===== src/rtl/hc165_scan_ctrl_pkg.sv =====
// Shared definitions for the 74HC165 chain scanner: FSM state encoding and
// word-width derivation from the number of cascaded chips.
package hc165_scan_ctrl_pkg;

  typedef enum logic [2:0] {
    ST_IDLE    = 3'd0,
    ST_LOAD    = 3'd1,
    ST_SETTLE  = 3'd2,
    ST_SCLK_HI = 3'd3,
    ST_SCLK_LO = 3'd4,
    ST_DONE    = 3'd5
  } scan_state_e;

  localparam int unsigned BITS_PER_CHIP = 8;

  function automatic int unsigned chain_width(input int unsigned num_chips);
    return BITS_PER_CHIP * num_chips;
  endfunction

endpackage


===== src/rtl/hc165_scan_ctrl_tick_gen.sv =====
// Clock-enable divider: tick pulses on the last count of every CLK_DIV
// cycles; clr holds the counter at zero so the next period starts cleanly.
module hc165_tick_gen #(
  parameter int unsigned CLK_DIV = 4
) (
  input  logic clk,
  input  logic rst,
  input  logic clr,
  output logic tick
);

  localparam int unsigned CW = (CLK_DIV > 1) ? $clog2(CLK_DIV) : 1;
  localparam logic [CW-1:0] LAST = CW'(CLK_DIV - 1);

  logic [CW-1:0] cnt_q, cnt_d;

  always_comb begin
    cnt_d = cnt_q;
    if (clr || (cnt_q == LAST)) cnt_d = '0;
    else                        cnt_d = cnt_q + CW'(1);
  end

  always_ff @(posedge clk or posedge rst) begin
    if (rst) cnt_q <= '0;
    else     cnt_q <= cnt_d;
  end

  assign tick = (cnt_q == LAST);

endmodule


===== src/rtl/hc165_scan_ctrl.sv =====
// Scans a daisy-chain of 74HC165 shift registers and presents the captured
// word with a one-cycle valid strobe; the first bit shifted out lands in the MSB.
module hc165_scan_ctrl
  import hc165_scan_ctrl_pkg::*;
#(
  parameter int unsigned NUM_CHIPS  = 1,
  parameter int unsigned CLK_DIV    = 4,
  parameter int unsigned CONTINUOUS = 0
) (
  input  logic                                 clk,
  input  logic                                 rst,
  input  logic                                 start,
  input  logic                                 ser_in,
  output logic                                 sh_ld_n,
  output logic                                 sclk,
  output logic [chain_width(NUM_CHIPS)-1:0]    data_out,
  output logic                                 data_valid,
  output logic                                 busy
);

  localparam int unsigned W     = chain_width(NUM_CHIPS);
  localparam int unsigned CNT_W = $clog2(W + 1);

  scan_state_e      state_q, state_d;
  logic [W-1:0]     sr_q, sr_d;
  logic [CNT_W-1:0] bit_cnt_q, bit_cnt_d;
  logic [W-1:0]     data_out_q, data_out_d;
  logic             data_valid_q, data_valid_d;
  logic             sh_ld_n_q, sh_ld_n_d;
  logic             sclk_q, sclk_d;
  logic             busy_q, busy_d;
  logic             tick;
  logic             div_clr;

  // Holding the divider clear in IDLE and DONE guarantees LOAD starts at count 0.
  assign div_clr = (state_q == ST_IDLE) || (state_q == ST_DONE);

  hc165_tick_gen #(.CLK_DIV(CLK_DIV)) u_tick_gen (
    .clk  (clk),
    .rst  (rst),
    .clr  (div_clr),
    .tick (tick)
  );

  always_comb begin
    state_d      = state_q;
    sr_d         = sr_q;
    bit_cnt_d    = bit_cnt_q;
    data_out_d   = data_out_q;
    data_valid_d = 1'b0;
    case (state_q)
      ST_IDLE:    if (start || (CONTINUOUS != 0)) state_d = ST_LOAD;
      ST_LOAD:    if (tick) state_d = ST_SETTLE;
      ST_SETTLE: begin
        if (tick) begin
          sr_d      = {sr_q[W-2:0], ser_in};
          bit_cnt_d = CNT_W'(1);
          state_d   = ST_SCLK_HI;
        end
      end
      ST_SCLK_HI: if (tick) state_d = (bit_cnt_q == CNT_W'(W)) ? ST_DONE : ST_SCLK_LO;
      ST_SCLK_LO: begin
        // Sample at the end of the low phase, well after the '165 moved Q.
        if (tick) begin
          sr_d      = {sr_q[W-2:0], ser_in};
          bit_cnt_d = bit_cnt_q + CNT_W'(1);
          state_d   = ST_SCLK_HI;
        end
      end
      ST_DONE: begin
        data_out_d   = sr_q;
        data_valid_d = 1'b1;
        state_d      = (CONTINUOUS != 0) ? ST_LOAD : ST_IDLE;
      end
      default:    state_d = ST_IDLE;
    endcase
    // Pin outputs are registered from the next state so they align with it.
    sh_ld_n_d = (state_d != ST_LOAD);
    sclk_d    = (state_d == ST_SCLK_HI);
    busy_d    = (state_d != ST_IDLE);
  end

  always_ff @(posedge clk or posedge rst) begin
    if (rst) begin
      state_q      <= ST_IDLE;
      sr_q         <= '0;
      bit_cnt_q    <= '0;
      data_out_q   <= '0;
      data_valid_q <= 1'b0;
      sh_ld_n_q    <= 1'b1;
      sclk_q       <= 1'b0;
      busy_q       <= 1'b0;
    end else begin
      state_q      <= state_d;
      sr_q         <= sr_d;
      bit_cnt_q    <= bit_cnt_d;
      data_out_q   <= data_out_d;
      data_valid_q <= data_valid_d;
      sh_ld_n_q    <= sh_ld_n_d;
      sclk_q       <= sclk_d;
      busy_q       <= busy_d;
    end
  end

  assign sh_ld_n    = sh_ld_n_q;
  assign sclk       = sclk_q;
  assign data_out   = data_out_q;
  assign data_valid = data_valid_q;
  assign busy       = busy_q;

endmodule

===== config.mk =====
export PLATFORM = sky130hd
export DESIGN_NAME = hc165_scan_ctrl
export DESIGN_NICKNAME = d
export VERILOG_FILES = /design/src/rtl/hc165_scan_ctrl_pkg.sv /design/src/rtl/hc165_scan_ctrl_tick_gen.sv /design/src/rtl/hc165_scan_ctrl.sv
export SDC_FILE = /design/constraint.sdc
export NUM_CORES = 1
export LEC_CHECK = 0
export CAP_MARGIN = 20
export CORE_MARGIN = 2
export CORE_UTILIZATION = 51
export CTS_BUF_LIST = sky130_fd_sc_hd__clkbuf_8
export CTS_CLUSTER_DIAMETER = 80
export DETAILED_ROUTE_END_ITERATION = 10
export PLACE_DENSITY = 0.86
export SYNTH_ARGS = -nofsm -noshare
export SYNTH_HDL_FRONTEND = slang
export SYNTH_SLANG_ARGS = --single-unit

===== constraint.sdc =====
create_clock -name clk -period 1.6 [get_ports clk]
set_clock_uncertainty 0.2 [all_clocks]
set_input_delay 0.32 -clock clk [delete_from_list [all_inputs] [get_ports clk]]
set_output_delay 0.32 -clock clk [all_outputs]
set_load 0.01 [all_outputs]

# Yosys cells after proc, flatten, opt, wreduce, memory -nomap -nowiden
# Index checks and enable logic that the tools add are counted.
# word_totals
word_cells	41
out_inout_bits	12
reg_bits	29
# classes
n_mux	11
eq_ne	11
addsub	2
reduce_logical	8
# op_table
operator	n
3-bit 2-to-1 mux	4
3-bit case mux with 4 select lines	1
3-bit by 2-bit equality test with 1-bit output (second input constant)	3
4-bit 2-to-1 mux	2
4-bit case mux with 2 select lines	1
3-bit equality test (second input constant)	2
4-bit by 1-bit adder with 4-bit output (second input constant)	1
4-bit equality test (second input constant)	1
2-bit != test (second input constant)	2
3-bit by 1-bit equality test with 1-bit output (second input constant)	1
3-bit logical NOT	1
3-bit by 1-bit != test with 1-bit output (second input constant)	1
3-bit AND reduction	1
3-bit nonzero test	1
2-bit by 1-bit adder with 2-bit output (second input constant)	1
2-bit equality test (second input constant)	1
1-bit logical OR	2
1-bit 2-to-1 mux	2
2-bit 2-to-1 mux	1
2-bit AND reduction	1
2-bit nonzero test	1
2-bit OR reduction	1

# Depth between registers and ports, before layout
# Gate-level depths: netlist of run 1.
# logic_depth
word_depth	5
mapped_depth	5
depth_no_buf	5

# Modules after synthesis
# A second synthesis of run 1 with hierarchy kept.
# unflattened
cells_unflattened	105
area_unflattened_um2	1307.5
# by_module_without_submodules
mod	area_per_inst_um2	cells_each	instances
hc165_scan_ctrl	1218.7	99	1
hc165_tick_gen	88.8	6	1

# Least setup slack after synthesis of run 1
# OpenSTA, ideal clock, no wires.
# synth_path
kind	reg-to-reg
start	register u_tick_gen.cnt_q[0]
end	register sr_q[0]
t_arrival_ps	1378
setup_ps	125
setup_slack_ps	-102
path_stages_with_launch	6
period_less_slack_ps	1702
required_ps	1275
path_buffers	1
cell_sequence	dfrtp_1 > ha_1 > clkbuf_2 > and2b_2 > nand2_4 > mux2_2
# synth_via
elab_chain_cells	2
# synth_lines
item	line_no	text
start, declared	hc165_scan_ctrl_tick_gen.sv:15	logic [CW-1:0] cnt_q, cnt_d;
start signal, assigned	hc165_scan_ctrl_tick_gen.sv:25	else cnt_q <= cnt_d;
2-bit equality test	hc165_scan_ctrl_tick_gen.sv:28	assign tick = (cnt_q == LAST);
2-bit AND reduction (no line)	n/a	
end signal, assigned	hc165_scan_ctrl.sv:95	sr_q <= sr_d;
end, declared	hc165_scan_ctrl.sv:25	logic [W-1:0] sr_q, sr_d;
# No other way between the ends.
# A chain may end at the register's enable or synchronous reset.

# Worst setup path after layout of run 1
# layout_path
start	register u_tick_gen.cnt_q[0]
end	register sr_q[5]
# The elaborated chain is that of the path after synthesis.

==> summary.md, run 1 <==
| Metric | Value |
|---|---|
| Worst reg-to-reg path cell count | 4 |
| RePlAce Congestion | 0.851 |
| Setup violators final | 0 |
| Die W | 54.4 um |
| Synth Cell Area | 1290 um^2 |
| Die area | 2960 um^2 |
| Area occupied by registers | 727 um^2 |
| Critical Path Start | u_tick_gen.cnt_q[0]$_DFF_PP0_ |
| Maximum vdd drop | 0.605 mV |
| Starting Density | 0.532 |
| IO Count | 16 |
| Share of the clock period used by the worst path | 0.970 |
| Cells after Synth | 105 |
| Num rows | 18 |
| Unrepaired setup endpoints after global routing | true |
| Netlist cell types | 30 |
| Post-CTS Hold Buffers | 0 |
| Vias in the first global route | 852 |
| Crit path kind | flip-flop to flip-flop |
| Antenna-violating nets left | 0 |
| H-tree depth | 2 |
| Die height | 54.4 um |
| Placed cell areas | 1540 um^2 |
| 1st-iter DRT viols | 8 |
| CP Launch Type | flip-flop |
| Multi-input logic area | 563 um^2 |
| #FFs+latches synth | 29 |
| First drt pass iteration count | 4 |
| Crit end category | flip-flop |
| Req. time, crit path | 1.56 ns |
| R2r startpoint | u_tick_gen.cnt_q[0]$_DFF_PP0_ |
| Dpl hpwl | 1570 um |
| CTS Buf Count | 5 |
| Max Cap Viol | 0 |
| Reg-to-reg critical path endpoint | sr_q[5]$_DFFE_PP0P_ |
| Mapped Nets | 112 |
| PortBufs | 15 |
| DR vias/cell | 5.37 |
| Synth top area cells | dfrtp_1 (54%), mux2_2 (14%), ha_1 (2.9%) |
| Area share of the largest cell type after synthesis | 0.541 |
| Layout cells sized above 1 | 0.285 |
| Worst-path clk slew | 0.06 ns |
| R2R setup slack | 0.05 ns |
| Max-slew headroom | 0.806 |
| Initial antenna violation count | 0 |
| Post-synth top area cell | dfrtp_1 |
| Core Region | 2430 um^2 |
| Clk_lat worst skew | 0.28 ns |
| CTS Root Cell | clkbuf_8 |
| Synthesized area per cell | 12.3 um^2 |
| Status | completed |
| CP max FO | 8 |
| Setup ws final | 0.0487 ns |
| Nets | 136 |
| Largest net degree at the start of global routing | 30 |
| Filler cells | 186 |
| Maximum clock insertion buffer count | 2 |
| Worst-margin pin slew | 0.290 ns |
| Num Clock Sinks | 29 |
| Fmax | 645 MHz |
| Global-route wire length before repair | 3740 um |
| Total Power | 1.34 mW |
| Placement Setup Slack | 0.0253 ns |
| Sequential share of the synthesized area | 0.561 |
| CTS tree | built |
| WL/cell | 14.0 um |
| PwrDens | 823 nW/um^2 |
| Cell leakage power | 0.809 nW |
| Final instance area | 1630 um^2 |
| Crit path capture | sr_q[5]$_DFFE_PP0P_ |
| Most frequent cells in the layout | dfrtp_1 (28), dlygate4sd2_1 (11), mux2_4 (8), mux2_2 (8), inv_1 (7) |
| Total Wirelength | 2240 um |
| Total number of vias | 859 |
| Final TNS setup | 0 ns |
| Area grow syn2layout | 26.2% |
| Final hold vios | 0 |
| Pins Over Slew Limit | 0 |
| Most common cell after layout, fill and taps aside | dfrtp_1 |
| Synth warnings | 0 |
| Ant. Diodes | 0 |
| Worst min path class | primary input to async pin |
| Global Route Usage Sum | 0.185 |
| Overall overflow remaining after global route | 0 |
| Post-layout minimum cycle time | 1.55 ns |
| Remaining DRCs | 0 |
| Critical path arrival | 1.51 ns |
## Yosys cell counts (all sizes together)
library cell / instances
o22a: 2
ha: 3
a41oi: 1
mux2: 16
and2b: 1
a21oi: 4
o21ai: 4
dfrtp: 28
nand4: 1
nor2: 6
or4: 1
clkbuf: 1
and2: 1
nand3b: 1
buf: 4
nand2b: 2
mux2i: 2
xor2: 3
nor3b: 2
nor2b: 2
dfstp: 1
o22ai: 3
nor3: 1
nand2: 5
o221ai: 1
inv: 6
nand3: 3
## layer usage
metal	track usage	wire length (um)	up-vias
met2	0.291	1120	18
met5	0	0	-
met3	0.0574	89	5
met4	0.113	40	0
li1	-	-	409
met1	0.221	982	427
## layout make-up
class                           instances  area share
Sequential cell                        29       0.445
Multi-Input combinational cell         65       0.345
Timing Repair Buffer                   22       0.123
Clock buffer                            5      0.0421
Tap cell                               30      0.0230
Inverter                                6      0.0138
Clock inverter                          3     0.00842
## logic make-up (layout without fill, tap and decap cells)
logic type / count (synthesis) / count (layout) / synth area share
DFF: 29 / 29 / 0.561
and+or+nand+nor: 26 / 26 / 0.121
muxes: 18 / 18 / 0.155
AOI/OAI and AO/OA: 15 / 15 / 0.0725
buffers and inverters: 11 / 36 / 0.0415
adders and majority gates: 3 / 3 / 0.0290
xor gates and xnor gates: 3 / 3 / 0.0203
## state kept, by name (all words and copies together) (netlist names)
| signal | count |
|---|---|
| data_out | 8 |
| bit_cnt_q | 4 |
| sh_ld_n | 1 |
| sclk | 1 |
| data_valid | 1 |
| state_q | 3 |
| busy | 1 |
| sr_q | 8 |
| u_tick_gen.cnt_q | 2 |
## critical path: stages (launching register included)
cell	delay, ns
dfrtp_1	0.38
ha_2	0.18
and2b_2	0.25
nand2_8	0.12
mux2_4	0.30
## through the flow
stage / hold WS [ns] / utilization / instances
3_5_place_dp: 0.236 / 0.634 / 151
2_1_floorplan: 0.197 / - / 105
5_1_grt: 0.204 / 0.672 / 160
3_3_place_gp: 0.225 / 0.634 / 151
4_1_cts: 0.186 / 0.662 / 159
6_report: 0.184 / 0.672 / 160
## what timing repair did
| action | 4_1_cts | 5_1_grt |
|---|---|---|
| hold endpoints to repair | 0 | 0 |
| buffers inserted | 0 | 1 |
| setup endpoints to repair | 12 | 10 |
| resized for setup | 12 | 3 |
## where the power goes
part	total, mW	switching (mW)	internal, mW
combinational	0.0421	0.0182	0.0239
clock	0.551	0.258	0.294
sequential	0.751	0.00766	0.743
## how the worst min path moves through the flow
stage,from,to,slack [ns],cells past startpoint
finish,rst,data_out[5]$_DFFE_PP0P_,0.18,3
global route,rst,data_out[5]$_DFFE_PP0P_,0.20,3
CTS,rst,data_out[4]$_DFFE_PP0P_,0.19,3
detailed placement,u_tick_gen.cnt_q[0]$_DFF_PP0_,u_tick_gen.cnt_q[0]$_DFF_PP0_,0.24,1
global placement,u_tick_gen.cnt_q[0]$_DFF_PP0_,u_tick_gen.cnt_q[0]$_DFF_PP0_,0.22,1
floorplan,rst,bit_cnt_q[0]$_DFFE_PP0P_,0.20,1
Note: power is estimated with default switching activity, not from simulation.
==> run 2: changes to the inputs <==
--- a/config.mk
+++ b/config.mk
@@ -6,6 +6,7 @@
 export NUM_CORES = 1
 export LEC_CHECK = 0
 export CAP_MARGIN = 20
+export CORE_ASPECT_RATIO = 1.2
 export CORE_MARGIN = 2
 export CORE_UTILIZATION = 51
 export CTS_BUF_LIST = sky130_fd_sc_hd__clkbuf_8
==> run 2 against run 1 <==
Compared with the run above: count of clock-buffer cells in the layout increased by 2; largest power group unchanged; die area about the same; cell count increased by 3.8%; setup slack got worse by 0.025 ns; worst hold slack got worse by 0.0041 ns; combinational power about the same; register-to-register slack got worse by 0.02 ns; fmax decreased by 1.6%; clock power increased by 17%; flip-flop and latch count unchanged; total power increased by 7.0%.
==> summary.md, run 2 (synthesis gave the netlist of run 1 again) <==
| Metric | Value |
|---|---|
| Status | completed |
| Fin cells | 166 (+3.8%) |
| Pins Over Slew Limit | 0 (unchanged) |
| Layout cells sized above 1 | 0.308 (+0.0237) |
| Die W | 50 um (-8.1%) |
| Global Route Usage Sum | 0.182 (-0.00384) |
| 1st-iter DRT viols | 14 (+6) |
| Net Switching | 284 uW (about the same) |
| First drt pass iteration count | 4 (unchanged) |
| Internal Pwr Total | 1.15 mW (+8.9%) |
| Antenna-violating nets left | 0 (unchanged) |
| Clk_lat worst skew | 0.28 ns (about the same) |
| Core Region | 2480 um^2 (+1.9%) |
| Sw Ratio | 0.197 (-0.0137) |
| Post-CTS Hold Buffers | 0 (unchanged) |
| Req. time, crit path | 1.56 ns (about the same) |
| Share of the clock period used by the worst path | 0.985 (+0.0154) |
| Worst-path clk slew | 0.06 ns (about the same) |
| Max Cap Viol | 0 (unchanged) |
| CTS Buf Count | 5 (unchanged) |
| Clock power share | 0.448 (+0.038) |
| Worst min path class | primary input to async pin |
| Setup violators final | 0 (unchanged) |
| Final hold vios | 0 (unchanged) |
| Initial antenna violation count | 0 (unchanged) |
| H-tree depth | 2 (unchanged) |
| Total Wirelength | 2360 um (+5.5%) |
| Maximum clock insertion buffer count | 2 (unchanged) |
| CTS Root Cell | clkbuf_8 |
| Total number of vias | 865 (+0.70%) |
| Maximum vdd drop | 0.582 mV (-3.8%) |
| Remaining DRCs | 0 (unchanged) |
| Hold_ws | 0.180 ns (-0.00405 ns) |
| CTS tree | built |
| Post-layout minimum cycle time | 1.58 ns (+0.0247 ns) |
| Num rows | 20 (+2) |
| Vias in the first global route | 876 (+2.8%) |
| PwrDens | 855 nW/um^2 (+4.0%) |
| Dpl hpwl | 1700 um (+8.0%) |
| R2R setup slack | 0.02 ns (-0.02 ns) |
| Num Clock Sinks | 29 (unchanged) |
| Global-route wire length before repair | 3910 um (+4.6%) |
| Die height | 59.2 um (+8.8%) |
| Setup ws final | 0.0240 ns (-0.0247 ns) |
| Cell leakage power | 0.828 nW (+2.3%) |
| Area grow syn2layout | 29.9% |
| CP max FO | 8 (unchanged) |
| RePlAce Congestion | 0.786 (-7.7%) |
| Critical Path Start | u_tick_gen.cnt_q[1]$_DFF_PP0_ |
| WL/cell | 14.2 um (+1.7%) |
| Largest net degree at the start of global routing | 30 (unchanged) |
| Reg power frac | 0.522 (-0.036) |
| Max-slew headroom | 0.786 (-0.0196) |
| CP Launch Type | flip-flop |
| Worst-margin pin slew | 0.319 ns (+0.0297 ns) |
| Crit end category | flip-flop |
| Starting Density | 0.523 (-0.00968) |
| Overall overflow remaining after global route | 0 (unchanged) |
| R2r startpoint | u_tick_gen.cnt_q[1]$_DFF_PP0_ |
| Crit path kind | flip-flop to flip-flop |
| Placed cell count | 155 (+2.6%) |
| Critical path arrival | 1.53 ns (+0.02 ns) |
| Ant. Diodes | 0 (unchanged) |
| PortBufs | 15 (unchanged) |
| Most common cell after layout, fill and taps aside | dfrtp_1 |
| DR vias/cell | 5.21 (-2.9%) |
| Fmax | 635 MHz (-1.6%) |
| Part of the power in combinational logic | 0.029 (-0.002) |
| Placement Setup Slack | 0.0201 ns (-0.00522 ns) |
| Nets | 139 (+2.2%) |
| IO Count | 16 (unchanged) |
| Die area | 2960 um^2 (about the same) |
| Final TNS setup | 0 ns (unchanged) |
| Most frequent cells in the layout | dfrtp_1 (28), dlygate4sd2_1 (12), mux2_4 (8), mux2_2 (8), buf_4 (8) |
[run 2: cell types whose count changed in the layout (fill, tap and decap cells not counted), sizes merged]
cell | previous run | this run
inv | 7 | 6
dlygate4sd2 | 11 | 12
clkdlybuf4s15 | 1 | 0
clkbuf | 5 | 7
buf | 7 | 10
clkinv | 2 | 1
[run 2: routing by layer]
metal  track usage  share of wire
met5             0              0
met4         0.119          0.017
met3        0.0404          0.034
met2         0.312           0.53
met1         0.202           0.41
[run 2: worst max-delay path, cell delays in order, from the launching register on]
cell	delay [ns]
dfrtp_1	0.38
ha_2	0.20
and2b_2	0.25
nand2_8	0.12
mux2_4	0.31
[run 2: final timing paths]
kind	endpoint	depth (start not counted)
setup / recovery	sr_q[1]$_DFFE_PP0P_	4
hold / removal	state_q[0]$_DFF_PP0_	3
setup reg to reg	sr_q[1]$_DFFE_PP0P_	4
hold reg to reg	data_out[7]$_DFFE_PP0P_	1
max in group asynchronous	sh_ld_n$_DFF_PP1_	3
min in group clk	data_out[7]$_DFFE_PP0P_	1
[run 2: area by class of cell]
class                      count  area, um^2
clock buffer                   7        96.3
timing repair buffer          25         226
sequential                    29         727
multi-input combinational     65         563
fill                         174         796
tap                           33        41.3
clock inverter                 1        5.00
inverter                       6        22.5
[run 2: what timing repair did]
action	in CTS	in global routing
setup buffers	0	3
gates cloned	0	0
endpoints found under the setup margin	12	9
gates resized for setup	12	3
[run 2: metrics by stage]
stage | cell area, um^2 | util | power [mW]
CTS | 1640 | 0.662 | 1.45
floorplan | 1340 | - | 0.786
global route | 1680 | 0.679 | 1.50
detailed placement | 1550 | 0.627 | 0.807
finish | 1680 | 0.679 | 1.44
global placement | 1550 | 0.627 | 0.805
[run 2: power by group through the flow]
| stage | clock [mW] | sequential, mW | combinational [mW] |
|---|---|---|---|
| 2_1_floorplan | 0 | 0.761 | 0.0249 |
| 3_3_place_gp | 0 | 0.763 | 0.0419 |
| 3_5_place_dp | 0 | 0.764 | 0.0434 |
| 4_1_cts | 0.660 | 0.751 | 0.0436 |
| 5_1_grt | 0.698 | 0.752 | 0.0471 |
| 6_report | 0.645 | 0.751 | 0.0421 |
==> run 3: changes to the inputs <==
--- a/config.mk
+++ b/config.mk
@@ -6,12 +6,13 @@
 export NUM_CORES = 1
 export LEC_CHECK = 0
 export CAP_MARGIN = 20
-export CORE_ASPECT_RATIO = 1.2
+export CORE_ASPECT_RATIO = 1.4
 export CORE_MARGIN = 2
 export CORE_UTILIZATION = 51
 export CTS_BUF_LIST = sky130_fd_sc_hd__clkbuf_8
 export CTS_CLUSTER_DIAMETER = 80
 export DETAILED_ROUTE_END_ITERATION = 10
+export GPL_ROUTABILITY_DRIVEN = 0
 export PLACE_DENSITY = 0.86
 export SYNTH_ARGS = -nofsm -noshare
 export SYNTH_HDL_FRONTEND = slang
==> run 3 against run 2 <==
Compared with the run above: clock power rose by 1%; sequential share of layout area is 0.79 points higher; count of clock-buffer cells in the layout stayed put; core utilization up 1.2 points; total power is 0.48% higher; combinational power increased by 2%; worst hold slack lost 0.0031 ns; global-route usage is 1.1 points higher.
==> summary.md, run 3 (synthesis gave the netlist of run 1 again) <==
| Metric | Value |
|---|---|
| Setup violators final | 0 (unchanged) |
| Placed cell count | 155 (unchanged) |
| Req. time, crit path | 1.56 ns (about the same) |
| R2R setup slack | 0.005 ns (-0.02 ns) |
| Net Switching | 291 uW (+2.4%) |
| H-tree depth | 2 (unchanged) |
| Internal Pwr Total | 1.15 mW (about the same) |
| Die W | 46.6 um (-6.8%) |
| Clk_lat worst skew | 0.28 ns (about the same) |
| Num rows | 21 (+5.0%) |
| R2r startpoint | u_tick_gen.cnt_q[0]$_DFF_PP0_ |
| Fmax | 627 MHz (-1.2%) |
| Antenna-violating nets left | 0 (unchanged) |
| Worst min path class | primary input to async pin |
| CP Launch Type | flip-flop |
| Max-slew headroom | 0.783 (-0.00293) |
| Post-layout minimum cycle time | 1.60 ns (+0.0193 ns) |
| Sw Ratio | 0.201 (+0.00381) |
| Cell leakage power | 0.812 nW (-1.9%) |
| Fin cells | 165 (-0.60%) |
| Dpl hpwl | 1630 um (-3.8%) |
| Worst reg-to-reg path cell count | 4 (unchanged) |
| CTS Buf Count | 5 (unchanged) |
| Worst Path Buf+Inv | 0 (unchanged) |
| CTS tree | built |
| Post-CTS Hold Buffers | 0 (unchanged) |
| Global-route wire length before repair | 3950 um (+1.0%) |
| Overall overflow remaining after global route | 0 (unchanged) |
| Total Wirelength | 2310 um (-1.9%) |
| Starting Density | 0.542 (+0.0189) |
| Crit end category | flip-flop |
| Total number of vias | 850 (-1.7%) |
| Unrepaired setup endpoints after global routing | true |
| CP top delay family | flip-flops |
| WL/cell | 14.0 um (-1.3%) |
| PortBufs | 15 (unchanged) |
| First drt pass iteration count | 4 (unchanged) |
| Global Route Usage Sum | 0.192 (+0.0105) |
| Total Power | 1.45 mW (+0.48%) |
| Most frequent cells in the layout | dfrtp_1 (28), dlygate4sd2_1 (12), mux2_4 (8), mux2_2 (8), clkbuf_8 (7) |
| Nets | 137 (-1.4%) |
| Clock power share | 0.451 (+0.003) |
| Worst-margin pin slew | 0.324 ns (+0.00438 ns) |
| PwrDens | 875 nW/um^2 (+2.3%) |
| Final hold vios | 0 (unchanged) |
| Remaining DRCs | 0 (unchanged) |
| Initial antenna violation count | 0 (unchanged) |
| Layout cells sized above 1 | 0.290 (-0.0182) |
| Vias in the first global route | 919 (+4.9%) |
| CP cell instances | ha_2 -> and2b_2 -> nand2_4 -> mux2_4 |
| Worst-path clk slew | 0.06 ns (about the same) |
| Pins Over Slew Limit | 0 (unchanged) |
| Largest net degree at the start of global routing | 30 (unchanged) |
| Reg power frac | 0.519 (-0.003) |
| Share of the clock period used by the worst path | 0.997 (+0.0120) |
| Critical path arrival | 1.55 ns (+0.02 ns) |
| CTS Root Cell | clkbuf_8 |
| Most common cell after layout, fill and taps aside | dfrtp_1 |
| Maximum clock insertion buffer count | 2 (unchanged) |
| CP max FO | 8 (unchanged) |
| Maximum vdd drop | 0.555 mV (-4.7%) |
| 1st-iter DRT viols | 12 (-2) |
| Die area | 2960 um^2 (+0.13%) |
| Filler cells | 176 (+1.1%) |
| Status | completed |
| Max Cap Viol | 0 (unchanged) |
| Reg-to-reg critical path endpoint | sr_q[1]$_DFFE_PP0P_ |
| DR vias/cell | 5.15 (-1.1%) |
| Final TNS setup | 0 ns (unchanged) |
| Ant. Diodes | 0 (unchanged) |
| Part of the power in combinational logic | 0.030 (about the same) |
| CP max stage cell | dfrtp_1 |
| IO Count | 16 (unchanged) |
| Area grow syn2layout | 27.5% |
| Crit path kind | flip-flop to flip-flop |
| Die height | 63.6 um (+7.5%) |
| Num Clock Sinks | 29 (unchanged) |
| Core Region | 2390 um^2 (-3.5%) |
| CP peak stage delay | 0.38 ns (about the same) |
==> run 3: cell types whose count changed in the layout (fill, tap and decap cells not counted) <==
cell,before,now
xor2_1,2,3
nand2_8,1,0
buf_4,8,6
nand2_4,0,1
xor2_2,1,0
==> run 3: through the flow <==
stage | util | setup WS (ns) | cell area [um^2] | hold slack [ns]
6_report | 0.691 | 0.00475 | 1650 | 0.177
5_1_grt | 0.691 | -0.0538 | 1650 | 0.211
4_1_cts | 0.683 | 0.00149 | 1630 | 0.186
3_5_place_dp | 0.647 | 0.0157 | 1550 | 0.243
3_3_place_gp | 0.647 | 0.0615 | 1550 | 0.227
2_1_floorplan | - | -0.0549 | 1340 | 0.197
==> run 3: timing repair <==
action | 4_1_cts | 5_1_grt
pin swaps | 0 | 0
hold endpoints to repair | 0 | 0
endpoints found under the setup margin | 12 | 9
resized for setup | 12 | 1
setup buffers | 0 | 2
==> run 3: worst min-delay path: cells and delay by family <==
kind | cells | cell delay (ns)
buffers and inverters | 3 | 0.69
==> run 3: worst max path at each step <==
stage / slack (ns) / from / cells after the start / end
after CTS: 0.001 / u_tick_gen.cnt_q[0]$_DFF_PP0_ / 4 / sr_q[6]$_DFFE_PP0P_
after detailed placement: 0.02 / u_tick_gen.cnt_q[0]$_DFF_PP0_ / 4 / sr_q[6]$_DFFE_PP0P_
after floorplan: -0.05 / u_tick_gen.cnt_q[0]$_DFF_PP0_ / 5 / sr_q[0]$_DFFE_PP0P_
after global placement: 0.06 / sh_ld_n$_DFF_PP1_ / 1 / sh_ld_n
final: 0.005 / u_tick_gen.cnt_q[0]$_DFF_PP0_ / 4 / sr_q[1]$_DFFE_PP0P_
after global routing: -0.05 / u_tick_gen.cnt_q[0]$_DFF_PP0_ / 4 / sr_q[6]$_DFFE_PP0P_
==> run 3: final cells by class <==
| cell class | count | area, um^2 | share of cell area |
|---|---|---|---|
| inverters | 6 | 22.5 | 0.0136 |
| repair buffers | 23 | 211 | 0.128 |
| clock inverters | 1 | 5.00 | 0.00303 |
| well taps | 34 | 42.5 | 0.0258 |
| clock buffers | 7 | 96.3 | 0.0583 |
| multi-input cells | 65 | 547 | 0.331 |
| flip-flops and latches | 29 | 727 | 0.440 |
==> run 3: power by group through the flow <==
stage                     clock network (mW)  registers, mW  logic, mW
after global placement                     0          0.763     0.0418
final                                  0.652          0.751     0.0428
after CTS                              0.670          0.751     0.0440
after global routing                   0.699          0.752     0.0474
after floorplan                            0          0.761     0.0249
after detailed placement                   0          0.764     0.0438
==> run 3: routing by layer <==
metal / track usage / share of wire / up-vias
met5: 0 / 0 / -
met4: 0.104 / 0.024 / 0
met3: 0.0716 / 0.039 / 7
met2: 0.309 / 0.53 / 19
met1: 0.207 / 0.40 / 412
li1: - / - / 412
==> edit (config.mk and constraints of run 1) <==
Add an input register stage for `start` and `ser_in`, without a reset; this delays them by one clock.
--- a/src/rtl/hc165_scan_ctrl.sv
+++ b/src/rtl/hc165_scan_ctrl.sv
@@ -20,6 +20,14 @@
 
   localparam int unsigned W     = chain_width(NUM_CHIPS);
   localparam int unsigned CNT_W = $clog2(W + 1);
+
+  logic start_q;
+  logic ser_q;
+
+  always_ff @(posedge clk) begin
+    start_q <= start;
+    ser_q   <= ser_in;
+  end
 
   scan_state_e      state_q, state_d;
   logic [W-1:0]     sr_q, sr_d;
@@ -49,11 +57,11 @@
     data_out_d   = data_out_q;
     data_valid_d = 1'b0;
     case (state_q)
-      ST_IDLE:    if (start || (CONTINUOUS != 0)) state_d = ST_LOAD;
+      ST_IDLE:    if (start_q || (CONTINUOUS != 0)) state_d = ST_LOAD;
       ST_LOAD:    if (tick) state_d = ST_SETTLE;
       ST_SETTLE: begin
         if (tick) begin
-          sr_d      = {sr_q[W-2:0], ser_in};
+          sr_d      = {sr_q[W-2:0], ser_q};
           bit_cnt_d = CNT_W'(1);
           state_d   = ST_SCLK_HI;
         end
@@ -62,7 +70,7 @@
       ST_SCLK_LO: begin
         // Sample at the end of the low phase, well after the '165 moved Q.
         if (tick) begin
-          sr_d      = {sr_q[W-2:0], ser_in};
+          sr_d      = {sr_q[W-2:0], ser_q};
           bit_cnt_d = bit_cnt_q + CNT_W'(1);
           state_d   = ST_SCLK_HI;
         end
Check against the original RTL: not equivalent (a bounded check fails within 4 cycles, from zero or initial values and one cycle with rst high).
==> edit against run 1 <==
- cell area increased by 6.6%
- synthesized area increased by 3.1%
- wire length increased by 5.6%
- core utilization increased by 3.1 points
- sequential cell count increased by 2
- setup slack got worse by 23 ps
Power is not compared: it rests on default switching activity, and its combinational part moved more than twofold at a synthesized area within 25%.
==> edit: results (changes against run 1) <==
fin_area_sq_um: 1740  # +6.6%
synth_seq_area_share: 0.575  # +0.0132
stdcell_count: 165  # +3.1%
multi_input_area_share: 0.329  # -0.0155
relSlewSlack: 0.715  # -0.0906
die_area_sq_um: 3040  # +2.9%
cts_setup_buffers: 1  # +1
grtUsageMet2: 0.300  # +0.00844
topRoutingLayerUsed: "met4"
wl_met2_microns: 1110  # -0.71%
placed_cells: 154  # +2.0%
routed_wl_microns: 2360  # +5.6%
nets: 141  # +3.7%
arrival_ps: 1550  # +40 ps
fill_cells: 174  # -6.5%
grt_pass1_vias: 840  # -1.4%
finalPower_uw: 2680
async_reset_ff_frac: 0.935  # -0.0645
seq_cell_count: 31  # +6.9%
clk_share: 0.0675  # +0.0170
seq_share: 0.440  # -0.00450
cts_resized: 12  # unchanged
ys_types: 31  # +3.3%
m1WireLength_microns: 1090  # +10%
slowest_stage: "dfrtp_1"
synth_area_leaders: "dfrtp_1 52%, mux2_2 13%, dfxtp_1 3.0%"
dp_slack_ps: 10.8  # -14.5 ps
grt_pass1_wl_microns: 3750  # +0.19%
outcome: "completed"
drive_gt1_frac: 0.311  # +0.0265
dp_hpwl_microns: 1550  # -1.2%
synth_nets: 114  # +1.8%
max_stage_delay_ps: 410  # +30 ps
buf_share: 0.129  # +0.00532
avgSynthCellArea_sq_um: 12.5  # +1.2%
drtIter0Drc: 11  # +3
grt_util_met3: 0.0887  # +0.0313
track_usage: 0.188  # +0.00268
gp_congestion: 0.873  # +2.6%
## edit: changes by cell type in the layout (fill, tap and decap cells not counted), sizes merged
cell           run 1  this run
buf                7        10
inv                7         6
dfxtp              0         2
bufinv             0         1
clkinv             2         1
clkbuf             5         6
## edit: cells by family after synthesis
kind of cell,synth area share
xor gates and xnor gates,0.0197
muxes,0.150
adders and majority gates,0.0281
and+or+nand+nor,0.117
AOI/OAI and AO/OA,0.0703
buffers and inverters,0.0403
DFF,0.575
## edit: worst paths after layout
path | from | to | slack [ps] | cells past startpoint
setup / recovery | u_tick_gen.cnt_q[0] | sr_q[1] | 30 | 4
hold / removal | rst | bit_cnt_q[0] | 130 | 3
setup reg to reg | u_tick_gen.cnt_q[0] | sr_q[1] | 30 | 4
hold reg to reg | ser_q | sr_q[0] | 260 | 1
max in group asynchronous | rst | sh_ld_n | 840 | 3
min in group clk | ser_q | sr_q[0] | 260 | 1
